$ cat src/rtl/elastic_pipe.sv
// Elastic FIFO stage between a valid/ready producer and consumer, with optional
// empty-buffer bypass, occupancy flags and a sticky upstream protocol checker.
module elastic_pipe #(
    parameter int DATA_WIDTH   = 32,
    parameter int DEPTH        = 4,
    parameter int FALLTHROUGH  = 0,
    parameter int AFULL_THRESH = DEPTH - 1
) (
    input  logic                         clk,
    input  logic                         rst_n,
    input  logic                         soft_rst,
    input  logic                         src_vld,
    output logic                         src_rdy,
    input  logic [DATA_WIDTH-1:0]        src_data,
    output logic                         dst_vld,
    input  logic                         dst_rdy,
    output logic [DATA_WIDTH-1:0]        dst_data,
    output logic [$clog2(DEPTH+1)-1:0]   count,
    output logic                         full,
    output logic                         empty,
    output logic                         almost_full,
    output logic                         proto_err
);

    localparam int              CW      = $clog2(DEPTH + 1);
    localparam int              PW      = $clog2(DEPTH);
    localparam logic [CW-1:0]   DEPTH_C = CW'(DEPTH);
    localparam logic [CW-1:0]   AFULL_C = CW'(AFULL_THRESH);
    localparam logic [PW-1:0]   LAST_C  = PW'(DEPTH - 1);

    logic [DATA_WIDTH-1:0] mem [DEPTH];
    logic [PW-1:0]         wr_ptr;
    logic [PW-1:0]         rd_ptr;
    logic [CW-1:0]         cnt_q;
    logic                  bypass;
    logic                  push;
    logic                  pop;
    logic                  wr_en;
    logic                  rd_en;
    logic                  stall_q;
    logic [DATA_WIDTH-1:0] stall_data_q;
    logic                  err_q;

    function automatic logic [PW-1:0] next_ptr(input logic [PW-1:0] p);
        return (p == LAST_C) ? '0 : p + PW'(1);
    endfunction

    // Flags and src_rdy come only from the registered count, so dst_rdy never
    // reaches src_rdy combinationally.
    assign count       = cnt_q;
    assign full        = (cnt_q == DEPTH_C);
    assign empty       = (cnt_q == '0);
    assign almost_full = (cnt_q >= AFULL_C);
    assign src_rdy     = ~full;
    assign bypass      = (FALLTHROUGH != 0) && empty;

    always_comb begin
        if (bypass) begin
            dst_vld  = src_vld;
            dst_data = src_data;
        end else begin
            dst_vld  = ~empty;
            dst_data = mem[rd_ptr];
        end
    end

    assign push  = src_vld & src_rdy;
    assign pop   = dst_vld & dst_rdy;
    // A bypassed word that is consumed the same cycle never touches storage.
    assign wr_en = push & ~(bypass & pop);
    assign rd_en = pop & ~bypass;

    // NOTE: all state uses non-blocking assignments so every register samples
    // pre-edge values regardless of statement order.
    always_ff @(posedge clk or negedge rst_n) begin
        if (!rst_n) begin
            wr_ptr <= '0;
            rd_ptr <= '0;
            cnt_q  <= '0;
        end else if (soft_rst) begin
            wr_ptr <= '0;
            rd_ptr <= '0;
            cnt_q  <= '0;
        end else begin
            if (wr_en) wr_ptr <= next_ptr(wr_ptr);
            if (rd_en) rd_ptr <= next_ptr(rd_ptr);
            case ({wr_en, rd_en})
                2'b10:   cnt_q <= cnt_q + CW'(1);
                2'b01:   cnt_q <= cnt_q - CW'(1);
                default: cnt_q <= cnt_q;
            endcase
        end
    end

    // NOTE: storage is deliberately not reset; clearing count and pointers
    // already discards every entry, and a resettable array would not map to RAM.
    always_ff @(posedge clk) begin
        if (wr_en && !soft_rst) mem[wr_ptr] <= src_data;
    end

    // A stalled offer must be held unchanged into the next cycle.
    always_ff @(posedge clk or negedge rst_n) begin
        if (!rst_n) begin
            stall_q      <= 1'b0;
            stall_data_q <= '0;
            err_q        <= 1'b0;
        end else if (soft_rst) begin
            stall_q      <= 1'b0;
            stall_data_q <= '0;
            err_q        <= 1'b0;
        end else begin
            stall_q      <= src_vld & ~src_rdy;
            stall_data_q <= src_data;
            if (stall_q && (!src_vld || src_data != stall_data_q)) err_q <= 1'b1;
        end
    end

    assign proto_err = err_q;

endmodule

$ cat config.mk
export PLATFORM = sky130hd
export DESIGN_NAME = elastic_pipe
export DESIGN_NICKNAME = d
export VERILOG_FILES = /design/src/rtl/elastic_pipe.sv
export SDC_FILE = /design/constraint.sdc
export NUM_CORES = 1
export LEC_CHECK = 0
export CAP_MARGIN = 5
export CORE_MARGIN = 5
export CORE_UTILIZATION = 50
export CTS_BUF_LIST = sky130_fd_sc_hd__clkbuf_4
export CTS_CLUSTER_SIZE = 25
export DETAILED_ROUTE_END_ITERATION = 8
export PLACE_DENSITY = 0.73
export SLEW_MARGIN = 20
export SYNTH_ARGS = -nofsm -noshare
export SYNTH_HDL_FRONTEND = slang
export SYNTH_SLANG_ARGS = --single-unit
$ cat constraint.sdc
create_clock -name clk -period 3.33 [get_ports clk]
set_clock_uncertainty 0.2 [all_clocks]
set_input_delay 0.333 -clock clk [delete_from_list [all_inputs] [get_ports clk]]
set_output_delay 0.333 -clock clk [all_outputs]
set_load 0.005 [all_outputs]
==> results.md, run 1 <==
* Layout cells sized above 1 at 17.9%
* Max Used Layer: met4
* Worst Path Class, Setup: reg -> out
* Worst path required time at 2800 ps
* Worst Tran Pin Value at 947 ps
* Leak pwr at 2.72 nW
* Vias at 3206
* Met2 WL at 5810 um
* Die Height at 124 um
* WL/cell at 19.2 um
* Post-CTS Setup Bufs at 0
* R2r setup slk at 1040 ps
* Max Slew Vio Count at 0
* Boundary Pins at 78
* CTS tree: built
* Die area at 15400 um2
* Clock share of power at 21.2%
* Pwr Total at 4.74 mW
* Mapped Cells at 331
* Remaining antenna violation count after routing at 0
* Crit path DAT at 2580 ps
* Initial antenna violation count at 0
* Net count after synthesis at 373
* Clock period minus final worst setup slack at 3120 ps
* Worst-Skew Late Latency at 540 ps
* RSZ-0062 raised after global routing: no
* CTS H-tree depth at 4
* Sequential Power Share at 53.4%
* Post-detail-place hpwl at 7660 um
* Met1 wire length at 5110 um
* Root buffer cell: clkbuf_4
* Register bit total from synthesis at 169
* Yosys warns at 0
* P per Cell Area at 610 nW/um2
* Synthesized cell area at 6500 um2
* DRT Pass-1 Iters at 4
* Syn Area/Cell at 19.6 um2
* Cts hold-fix bufs at 1
* Commonest cells after routing, fill and taps aside: 128 x edfxtp_1, 76 x clkdlybuf4s50_1, 40 x dfrtp_1
* Max Cap Viol at 0
* Int Power at 3.54 mW
* Post-route insts no fill at 613
* CTS clk-pin slew, worst paths at 120 ps
* HP Class: in -> async
* Crit-path cells: buf_4, mux4_2, clkdlybuf4s50_1
* Worst path max stage delay at 860 ps
* Setup TNS at 0 ps
* Worst VDD drop at 0.367 mV
* Dpl ws at 795 ps
* Period utilization at 93.5%
* Core area at 12700 um2
* Gr ovfl total at 0
* Worst slew margin at 36.9%
* Placed insts at 580
* Final setup margin at 215 ps
* Combinational share of power at 25.4%
* Most common cell after layout, fill and taps aside: edfxtp_1
* Largest net degree at the start of global routing at 42
* Sw Share at 25.2%
* Sw power at 1.20 mW
* Seq/Total Area, Yosys at 74.9%
* Post-cts sizing count at 0
* Number of diodes at 0
* Status: finished, final reports clean
* Die width at 124 um
* Slowest CP cell: dfrtp_1
* Hold Fails Final Rpt at 0
* GRT Resource Usage Total at 16.8%
* WL final at 11800 um
* First-pass GRT wire length at 18600 um
* Max Buffers Root-to-Sink at 2
* Core Rows at 41
* Endpoints failing setup at 0
* Total clock sinks at 169
* Initial Util at 51.3%
* Vias in the first global route at 3380
* DRC Markers at 0
* Worst Setup Start Kind: flop
* CTS Buf Count at 17
* DR vias/cell at 5.23
* IO Port Bufs at 77
* Initial DRC Count at 253
* Met3 wire len at 667 um
* Fin nets at 470
* GPL Wtd Cong at 0.729
* Cell variety after synth at 32
* CP max FO at 15
* F_max at 321 MHz
* Area grow syn2layout at 19.4%
* Crit. End Element: output port
flip-flops by register name (all words and copies together) (netlist names):
signal and cells:
count 3, stall_data_q 32, proto_err 1, wr_ptr 2
mem 128, stall_q 1, rd_ptr 2
per-layer routing:
metal	GRT usage (%)	up-vias
met2	26.6	93
met3	4.81	13
met5	0	-
li1	-	1459
met4	5.54	0
met1	22.6	1641
worst paths after layout:
| path | from | endpoint | cells after the start |
|---|---|---|---|
| worst min register to register | stall_q$_DFF_PN0_ | proto_err$_DFFE_PN0P_ | 2 |
| worst max-delay path | rd_ptr[1]$_DFFE_PN0P_ | dst_data[23] | 3 |
| min in group clk | src_data[28] | stall_data_q[28]$_DFF_PN0_ | 2 |
| worst min-delay path | rst_n | stall_data_q[2]$_DFF_PN0_ | 2 |
| worst max register to register | count[0]$_DFFE_PN0P_ | count[2]$_DFFE_PN0P_ | 6 |
| max in group asynchronous | rst_n | rd_ptr[0]$_DFFE_PN0P_ | 2 |
critical path, delay by kind of cell, from the launching register on:
kind     cells  cell delay, ps
flops        1             860
mux          1             350
buf+inv      2             820
kinds of logic (layout without fill, tap and decap cells):
logic type | Yosys count | count (layout) | synth area share [%]
mux | 34 | 34 | 11.4
flops | 169 | 169 | 74.9
simple gates | 64 | 64 | 5.93
fa+ha+maj | 5 | 5 | 1.08
xor+xnor | 37 | 37 | 4.98
buf+inv | 17 | 127 | 1.17
compound gates | 5 | 5 | 0.558
Yosys cell counts:
master / count / area share, %
a21oi_2: 1 / 0.13
xor2_1: 25 / 3.4
edfxtp_1: 128 / 59
ha_1: 4 / 0.77
a21oi_1: 1 / 0.077
inv_1: 4 / 0.23
fa_1: 1 / 0.31
a21o_1: 1 / 0.12
nor2b_1: 32 / 3.1
buf_2: 4 / 0.31
nor3b_1: 1 / 0.12
nor4_1: 6 / 0.58
or3_1: 1 / 0.096
nor3_1: 1 / 0.077
or2_4: 1 / 0.13
nand4_1: 3 / 0.29
xnor2_1: 12 / 1.6
mux4_2: 32 / 11
a211oi_1: 1 / 0.12
and3_4: 1 / 0.17
nand4b_1: 1 / 0.13
or3b_1: 1 / 0.13
nand3_1: 2 / 0.15
dfrtp_1: 41 / 16
buf_6: 1 / 0.17
mux2i_1: 1 / 0.15
o31ai_1: 1 / 0.12
and2_1: 4 / 0.38
mux2_2: 1 / 0.17
clkbuf_1: 8 / 0.46
nor2_1: 8 / 0.46
nand2_1: 2 / 0.12
cell type report:
class                      count  area, um2
clock inverter                12       85.1
sequential                   169       4870
tap                          172        215
timing repair buffer          91        873
inverter                       4       15.0
fill                         967       4900
clock buffer                  20        150
multi-input combinational    145       1560
power groups by stage:
stage | sequential, mW | clock, mW | combinational [mW]
after floorplan | 2.53 | 0 | 0.648
after global placement | 2.57 | 0 | 1.21
after detailed placement | 2.58 | 0 | 1.22
after CTS | 2.53 | 1.04 | 1.23
after global routing | 2.55 | 1.14 | 1.30
final | 2.53 | 1.00 | 1.20
per-stage QoR:
stage               util (%)  hold WS (ps)  instance area [um2]
detailed placement      59.4           331                 7520
CTS                     61.3           232                 7770
global route            61.3           238                 7770
finish                  61.3           263                 7770
global placement        59.4           324                 7520
floorplan                  -          -163                 6500
Note: power is estimated with default switching activity, not from simulation.
==> run 2: changes to the inputs <==
--- a/config.mk
+++ b/config.mk
@@ -7,12 +7,12 @@
 export LEC_CHECK = 0
 export CAP_MARGIN = 5
 export CORE_MARGIN = 5
-export CORE_UTILIZATION = 50
+export CORE_UTILIZATION = 56
 export CTS_BUF_LIST = sky130_fd_sc_hd__clkbuf_4
 export CTS_CLUSTER_SIZE = 25
 export DETAILED_ROUTE_END_ITERATION = 8
-export PLACE_DENSITY = 0.73
-export SLEW_MARGIN = 20
+export PLACE_DENSITY = 0.8
+export SLEW_MARGIN = 30
 export SYNTH_ARGS = -nofsm -noshare
 export SYNTH_HDL_FRONTEND = slang
 export SYNTH_SLANG_ARGS = --single-unit
==> results.md, run 2 (same netlist as run 1, synthesis figures left out) <==
* Status: finished, final reports clean
* Worst Tran Pin Value at 620 ps
* DR vias/cell at 5.50
* P per Cell Area at 664 nW/um2
* F_max at 326 MHz
* Worst reg2reg path endpoint: mem[0][17]$_DFFE_PP_
* Met1 wire length at 5060 um
* Post-detail-place hpwl at 8190 um
* IO Port Bufs at 77
* Largest net degree at the start of global routing at 42
* CTS H-tree depth at 4
* Gr ovfl total at 0
* Max Slew Vio Count at 0
* Vias at 3209
* Hold Fails Final Rpt at 0
* Area grow syn2layout at 21.4%
* Worst path required time at 2800 ps
* Commonest cells after routing, fill and taps aside: 128 x edfxtp_1, 76 x clkdlybuf4s50_1, 40 x dfrtp_1
* R2r setup slk at 910 ps
* GPL Wtd Cong at 0.785
* Layout cells sized above 1 at 18.2%
* Initial antenna violation count at 0
* Die area at 13900 um2
* Core Rows at 39
* Clock period minus final worst setup slack at 3070 ps
* Boundary Pins at 78
* Die width at 118 um
* Final Cell Area at 7900 um2
* DRT Pass-1 Iters at 4
* Worst VDD drop at 0.385 mV
* HP Class: in -> async
* Fin nets at 469
* WL final at 12200 um
* Max Used Layer: met4
* Leak pwr at 2.79 nW
* Period utilization at 92.2%
* Core area at 11400 um2
* Worst Path Class, Setup: reg -> out
* Met3 wire len at 551 um
* RSZ-0062 raised after global routing: no
* Most common cell after layout, fill and taps aside: edfxtp_1
* Number of diodes at 0
* Worst Setup Start Kind: flop
* GRT Resource Usage Total at 18.7%
* Initial Util at 57.0%
* CTS clk-pin slew, worst paths at 130 ps
* Vias in the first global route at 3603
* Reg2Reg Depth at 5
* Crit path max-delay family: buffers and inverters
* Max Cap Viol at 0
* CP max FO at 14
* First-pass GRT wire length at 19800 um
* Total clock sinks at 169
* Critical R2R Launch: count[0]$_DFFE_PN0P_
* WP buf/inv at 2
* Max Buffers Root-to-Sink at 2
* Placed cell areas at 7490 um2
* Worst path max stage delay at 710 ps
* Die Height at 118 um
* DRC Markers at 0
* Crit path DAT at 2540 ps
* Top reg by flops: mem
* CTS Buf Count at 17
* Endpoints failing setup at 0
* Slowest CP cell: dfrtp_2
* Filler instances at 753
* Root buffer cell: clkbuf_4
* Max FFs per register at 128
* Crit. End Element: output port
* Initial DRC Count at 236
* CTS tree: built
* Met2 WL at 6370 um
* Crit-path cells: buf_4, mux4_2, clkdlybuf4s50_1
* Remaining antenna violation count after routing at 0
* Setup TNS at 0 ps
* Worst-Skew Late Latency at 520 ps
* Worst slew margin at 58.3%
* Post-CTS Setup Bufs at 0
* WL/cell at 20.9 um
[run 2: cell types whose count changed in the layout (fill, tap and decap cells not counted), sizes merged]
| cell | before | now |
|---|---|---|
| buf | 14 | 13 |
| bufinv | 1 | 7 |
| clkbuf | 20 | 19 |
| clkinvlp | 2 | 1 |
| clkinv | 9 | 4 |
| inv | 4 | 5 |
[run 2: cell type report]
type                       count  area [um2]  share of cell area [%]
inverter                       4        15.0                   0.190
tap                          143         179                    2.27
clock inverter                13         250                    3.17
timing repair buffer          90         881                    11.2
multi-input combinational    145        1560                    19.7
sequential                   169        4870                    61.7
clock buffer                  19         143                    1.81
[run 2: through the flow]
stage	power [mW]	worst slack, ps	std cells	utilization [%]	hold WS, ps
after floorplan	3.17	970	331	-	-163
after global placement	3.78	789	550	65.6	317
after detailed placement	3.82	753	550	65.6	332
after CTS	5.31	151	583	69.1	258
after global routing	5.52	32.1	583	69.2	94.9
final	5.25	260	583	69.2	115
[run 2: what timing repair did]
action	CTS	global route
setup endpoints to repair	0	0
hold buffers	1	0
gates resized for setup	0	0
endpoints found under the hold margin	41	0
[run 2: metal layers]
layer	up-vias	track usage [%]
met5	-	0
met4	0	6.38
met3	13	4.81
met2	91	31.0
met1	1655	24.2
li1	1450	-
[run 2: where the power goes]
| part | total [mW] | internal, mW | switching (mW) |
|---|---|---|---|
| registers | 2.54 | 2.43 | 0.111 |
| clock network | 1.50 | 0.840 | 0.661 |
| logic | 1.21 | 0.745 | 0.462 |
| total | 5.25 | 4.01 | 1.23 |
[run 2: worst max path at each step]
stage | from | to | slack [ps] | depth (start not counted)
final | rd_ptr[0]$_DFFE_PN0P_ | dst_data[13] | 260 | 3
after global routing | rd_ptr[0]$_DFFE_PN0P_ | dst_data[13] | 30 | 3
after global placement | src_data[3] | proto_err$_DFFE_PN0P_ | 790 | 6
after floorplan | count[0]$_DFFE_PN0P_ | mem[0][0]$_DFFE_PP_ | 970 | 5
after CTS | rd_ptr[0]$_DFFE_PN0P_ | dst_data[13] | 150 | 3
after detailed placement | src_vld | mem[0][17]$_DFFE_PP_ | 750 | 5
==> RTL edit 1, RTL diff (settings of run 1) <==
Set the parameter `DATA_WIDTH` to 40 (it was 32).
--- a/src/rtl/elastic_pipe.sv
+++ b/src/rtl/elastic_pipe.sv
@@ -1,7 +1,7 @@
 // Elastic FIFO stage between a valid/ready producer and consumer, with optional
 // empty-buffer bypass, occupancy flags and a sticky upstream protocol checker.
 module elastic_pipe #(
-    parameter int DATA_WIDTH   = 32,
+    parameter int DATA_WIDTH   = 40,
     parameter int DEPTH        = 4,
     parameter int FALLTHROUGH  = 0,
     parameter int AFULL_THRESH = DEPTH - 1
Ports: changed (resized dst_data and src_data); port bits go from 78 to 94. No check against the original RTL was run, so the function may have changed too.
==> RTL edit 1 against run 1 <==
Non-clock buffer count is 18 higher. Sequential cell count is 40 higher. Setup slack worse by 38 ps. Clock power is 100% higher. Design area is 29% higher. Power is 40% higher. Synthesized area is 23% higher. Wire length is 37% higher. Sequential share of layout area is 2.3 points lower. Synthesized cell count is 23% higher. First-iteration DRC count is 26% lower. Critical path type unchanged. Global-route usage is 1.5 points higher. Combinational power is 23% higher.
==> RTL edit 1: results (changes against run 1) <==
stage,metric,value,unit,change
grt,initial antenna violation count,1,,was 0
timing,Peak Freq,317.2,MHz,was 321.0 MHz
worst_setup_path,crit path to,dst_data[30],,was dst_data[23]
clocking,H-Tree Depth,2,,was 4
drt,Met2 Wirelength,8116,µm,was 5811 µm
drt,met1 WL,7010,µm,was 5111 µm
timing,Hold Worst Slack,120.5,ps,was 262.9 ps
pwr,leak pwr,3.560,nW,was 2.719 nW
placed_design,Port Buffers,93,,was 77
grt,pin count of the biggest net entering global routing,50,,was 42
outcome,status,completed,,unchanged
yosys,"FFs w/ async S/R, synth",0.2344,,was 0.2426
yosys,synth top area cells,"edfxtp_1, dfrtp_1, mux4_2",,unchanged
yosys,Synth Area in XOR/XNOR,0.04486,,was 0.04983
grt,global-route wire length before repair,25430,µm,was 18560 µm
grt,grt met2 use,0.2919,,was 0.2662
worst_setup_path,Critical Path AT,2620,ps,was 2580 ps
yosys,Post-synth top cells,"edfxtp_1, dfrtp_1, mux4_2",,"was edfxtp_1, dfrtp_1, mux4_2, nor2b_1, xor2_1"
yosys,Synth Area in Adders,0.008753,,was 0.01077
yosys,compound-gate portion of the synthesized area,0.009847,,was 0.005579
worst_setup_path,max incr delay on CP,740,ps,was 860 ps
clocking,TritonCTS Buffers,49,,was 17
finish,layout cell share with drive strength beyond 1,0.2538,,was 0.1791
clocking,clk root buf,clkbuf_4,,unchanged
yosys,Synth warnings,0,,unchanged
drt,DR vias/cell,5.083,,was 5.230
clocking,"Hold-fix buffers, CTS",1,,unchanged
finish,NumNets Final,600,,was 470
yosys,mux cell area share after synthesis,0.1152,,was 0.1141
worst_setup_path,r2r setup slk,800,ps,was 1040 ps
grt,GRT met3 Usage,0.04301,,was 0.04814
pwr,Peak supply drop,0.4210,mV,was 0.3674 mV
yosys,Post-synth EDFFs,160,,was 128
placed_design,GPL Wtd Cong,0.7971,,was 0.7294
grt,met1 Use GR,0.2502,,was 0.2256
yosys,post-synthesis cell type count,35,,was 32
worst_hold_path,Hold Path Sink,stall_data_q[33],,
worst_setup_path,Worst R2R Path Depth,5,,was 6
placed_design,HPWL after DPL,10520,µm,was 7658 µm
drt,DR WL met3,802,µm,was 667 µm
grt,vias in the first global route,4541,,was 3380
clocking,worst-case clock buffer depth,3,,was 2
worst_setup_path,"Max stage delay cell, worst path",dfrtp_2,,was dfrtp_1
clocking,clock slew at reported path FFs,70,ps,was 120 ps
yosys,Post-Syn Nets,456,,was 373
timing,normalized max-slew margin,0.5703,,was 0.3687
grt,Total Routing Usage GR,0.1824,,was 0.1676
drt,DRT iter0 DRCs,187,,was 253
worst_setup_path,R2R Path End,mem[2][12],,was count[2]
drt,final WL,16140,µm,was 11760 µm
finish,number of flip-flops under the largest register name,160,,was 128
placed_design,Placement Setup Slack,663.0,ps,was 795.3 ps
clocking,clk_lat worst skew,630,ps,was 540 ps
worst_hold_path,worst hold-check path type,input port to register,,was input port to asynchronous set/reset pin
worst_setup_path,Critical path origin,rd_ptr[0],,was rd_ptr[1]
yosys,post-synthesis sequential area ratio,0.7534,,was 0.7487
worst_setup_path,critical path's top delay family,flip-flops,,unchanged
[RTL edit 1: layout make-up]
class / instances / area share
clock inverter: 10 / 0.003883
antenna: 1 / 0.0002505
tap: 216 / 0.02706
sequential: 209 / 0.6040
multi-input combinational: 172 / 0.1875
clock buffer: 82 / 0.06163
inverter: 9 / 0.003382
timing repair buffer: 109 / 0.1122
[RTL edit 1: per-stage QoR]
stage / instances / cell area [µm²]
floorplan: 406 / 8005
global placement: 712 / 9291
detailed placement: 712 / 9291
CTS: 805 / 9956
global route: 808 / 9988
finish: 808 / 9988
[RTL edit 1: power breakdown]
| group | internal (mW) | total (mW) | switching [mW] | leakage (nW) |
|---|---|---|---|---|
| clock network | 1.11 | 2.04 | 0.934 | 0.398 |
| logic | 0.905 | 1.47 | 0.561 | 1.08 |
| registers | 3.00 | 3.14 | 0.139 | 2.09 |
| total | 5.02 | 6.65 | 1.63 | 3.56 |
==> RTL edit 2, RTL diff (flow settings as in run 1) <==
Made on the original files. Put one more register stage on the output `count`. The value now appears one clock later. The other outputs are not delayed to match. Comments in the files are not updated.
--- a/src/rtl/elastic_pipe.sv
+++ b/src/rtl/elastic_pipe.sv
@@ -47,7 +47,9 @@
 
     // Flags and src_rdy come only from the registered count, so dst_rdy never
     // reaches src_rdy combinationally.
-    assign count       = cnt_q;
+    always_ff @(posedge clk) begin
+        count <= cnt_q;
+    end
     assign full        = (cnt_q == DEPTH_C);
     assign empty       = (cnt_q == '0);
     assign almost_full = (cnt_q >= AFULL_C);
Function: changed (a bounded check fails within 4 cycles, from zero or initial values and one cycle with rst_n low).
==> RTL edit 2 against run 1 <==
Setup slack better by 95 ps. Non-clock buffer count down 5. Sequential power increased by 2%. Design area is 0.23% higher. Synthesized area up 0.92%. Power about the same. Wire length decreased by 5.3%. Sequential cell count is 3 higher. Clock power shrank 4%. Synthesized cell count grew 0.91%. Largest cell class unchanged. Highest routed layer unchanged.
==> RTL edit 2: results (changes against run 1) <==
stage,metric,value,unit,change
pwr,seq pwr,2.58,mW,was 2.53 mW
finish,clock buffers,25,,was 20
grt,vias in the first global route,3564,,was 3380
yosys,"FFs w/ async S/R, synth",0.2384,,was 0.2426
worst_hold_path,worst hold-check path type,input port to asynchronous set/reset pin,,unchanged
drt,Highest Signal Layer,met4,,unchanged
worst_setup_path,"Max stage delay cell, worst path",dfrtp_2,,was dfrtp_1
grt,global-route wire length before repair,18510,µm,was 18560 µm
pwr,Net Switching,1.171,mW,was 1.195 mW
yosys,post-synthesis cell type count,33,,was 32
placed_design,Port Buffers,77,,unchanged
yosys,synth top area cells,"edfxtp_1, dfrtp_1, mux4_2",,unchanged
clocking,clock slew at reported path FFs,120,ps,about the same
yosys,Post-Syn Nets,376,,was 373
worst_setup_path,Critical path origin,rd_ptr[0],,was rd_ptr[1]
finish,NumNets Final,468,,was 470
worst_setup_path,max incr delay on CP,650,ps,was 860 ps
pwr,Peak supply drop,0.5435,mV,was 0.3674 mV
placed_design,HPWL after DPL,7174,µm,was 7658 µm
drt,DR WL met3,559,µm,was 667 µm
drt,DRT iter0 DRCs,165,,was 253
drt,DR vias/cell,5.139,,was 5.230
placed_design,GPL Wtd Cong,0.7170,,was 0.7294
pwr,internal power,3.563,mW,was 3.540 mW
grt,grt met2 use,0.2564,,was 0.2662
worst_setup_path,crit path to,dst_data[18],,was dst_data[23]
drt,Met2 Wirelength,5801,µm,was 5811 µm
finish,Final clock-cell share,0.02797,,was 0.03028
finish,Signal buffers,86,,was 91
timing,period utilisation layout,0.9069,,was 0.9355
clocking,CTS Sinks,172,,was 169
grt,Total Routing Usage GR,0.1552,,was 0.1676
timing,normalized max-slew margin,0.3772,,was 0.3687
finish,fillcell total,998,,was 967
worst_setup_path,Critical Path AT,2490,ps,was 2580 ps
worst_setup_path,critical path's top delay family,buffers and inverters,,was flip-flops
worst_setup_path,Worst R2R Start,cnt_q[1],,was count[0]
grt,met1 Use GR,0.1919,,was 0.2256
finish,"Non-clock buffers, area share",0.1090,,was 0.1124
worst_setup_path,R2R Path End,cnt_q[2],,was count[2]
drt,wire per inst,18.23,µm,was 19.19 µm
pwr,leak pwr,2.720,nW,was 2.719 nW
outcome,status,completed,,unchanged
grt,total grt overflow,0,,unchanged
finish,layout cell share with drive strength beyond 1,0.1686,,was 0.1791
grt,GRT met3 Usage,0.05617,,was 0.04814
==> RTL edit 2: changes by cell type after synthesis <==
cell	before	now
dfxtp_1	0	3
==> RTL edit 2: timing repair <==
item,in CTS,in global routing
hold endpoints to repair,41,0
hold buffers,1,0
gates resized for setup,0,0
==> RTL edit 2: per-stage QoR <==
stage                     hold WS [ps]  std cells  instance area [µm²]
after CTS                        237.0        611                 7785
after global placement           255.7        578                 7557
final                            250.5        611                 7785
after floorplan                 -162.6        334                 6564
after detailed placement         289.0        578                 7557
after global routing             252.5        611                 7785
==> RTL edit 2: kinds of logic (layout without fill, tap and decap cells) <==
logic type / Yosys count / after routing / synth area share
compound gates: 5 / 5 / 0.005529
xor+xnor: 37 / 37 / 0.04937
fa+ha+maj: 5 / 5 / 0.01068
buf+inv: 17 / 122 / 0.01163
flops: 172 / 172 / 0.7510
mux: 34 / 34 / 0.1130
simple gates: 64 / 64 / 0.05871
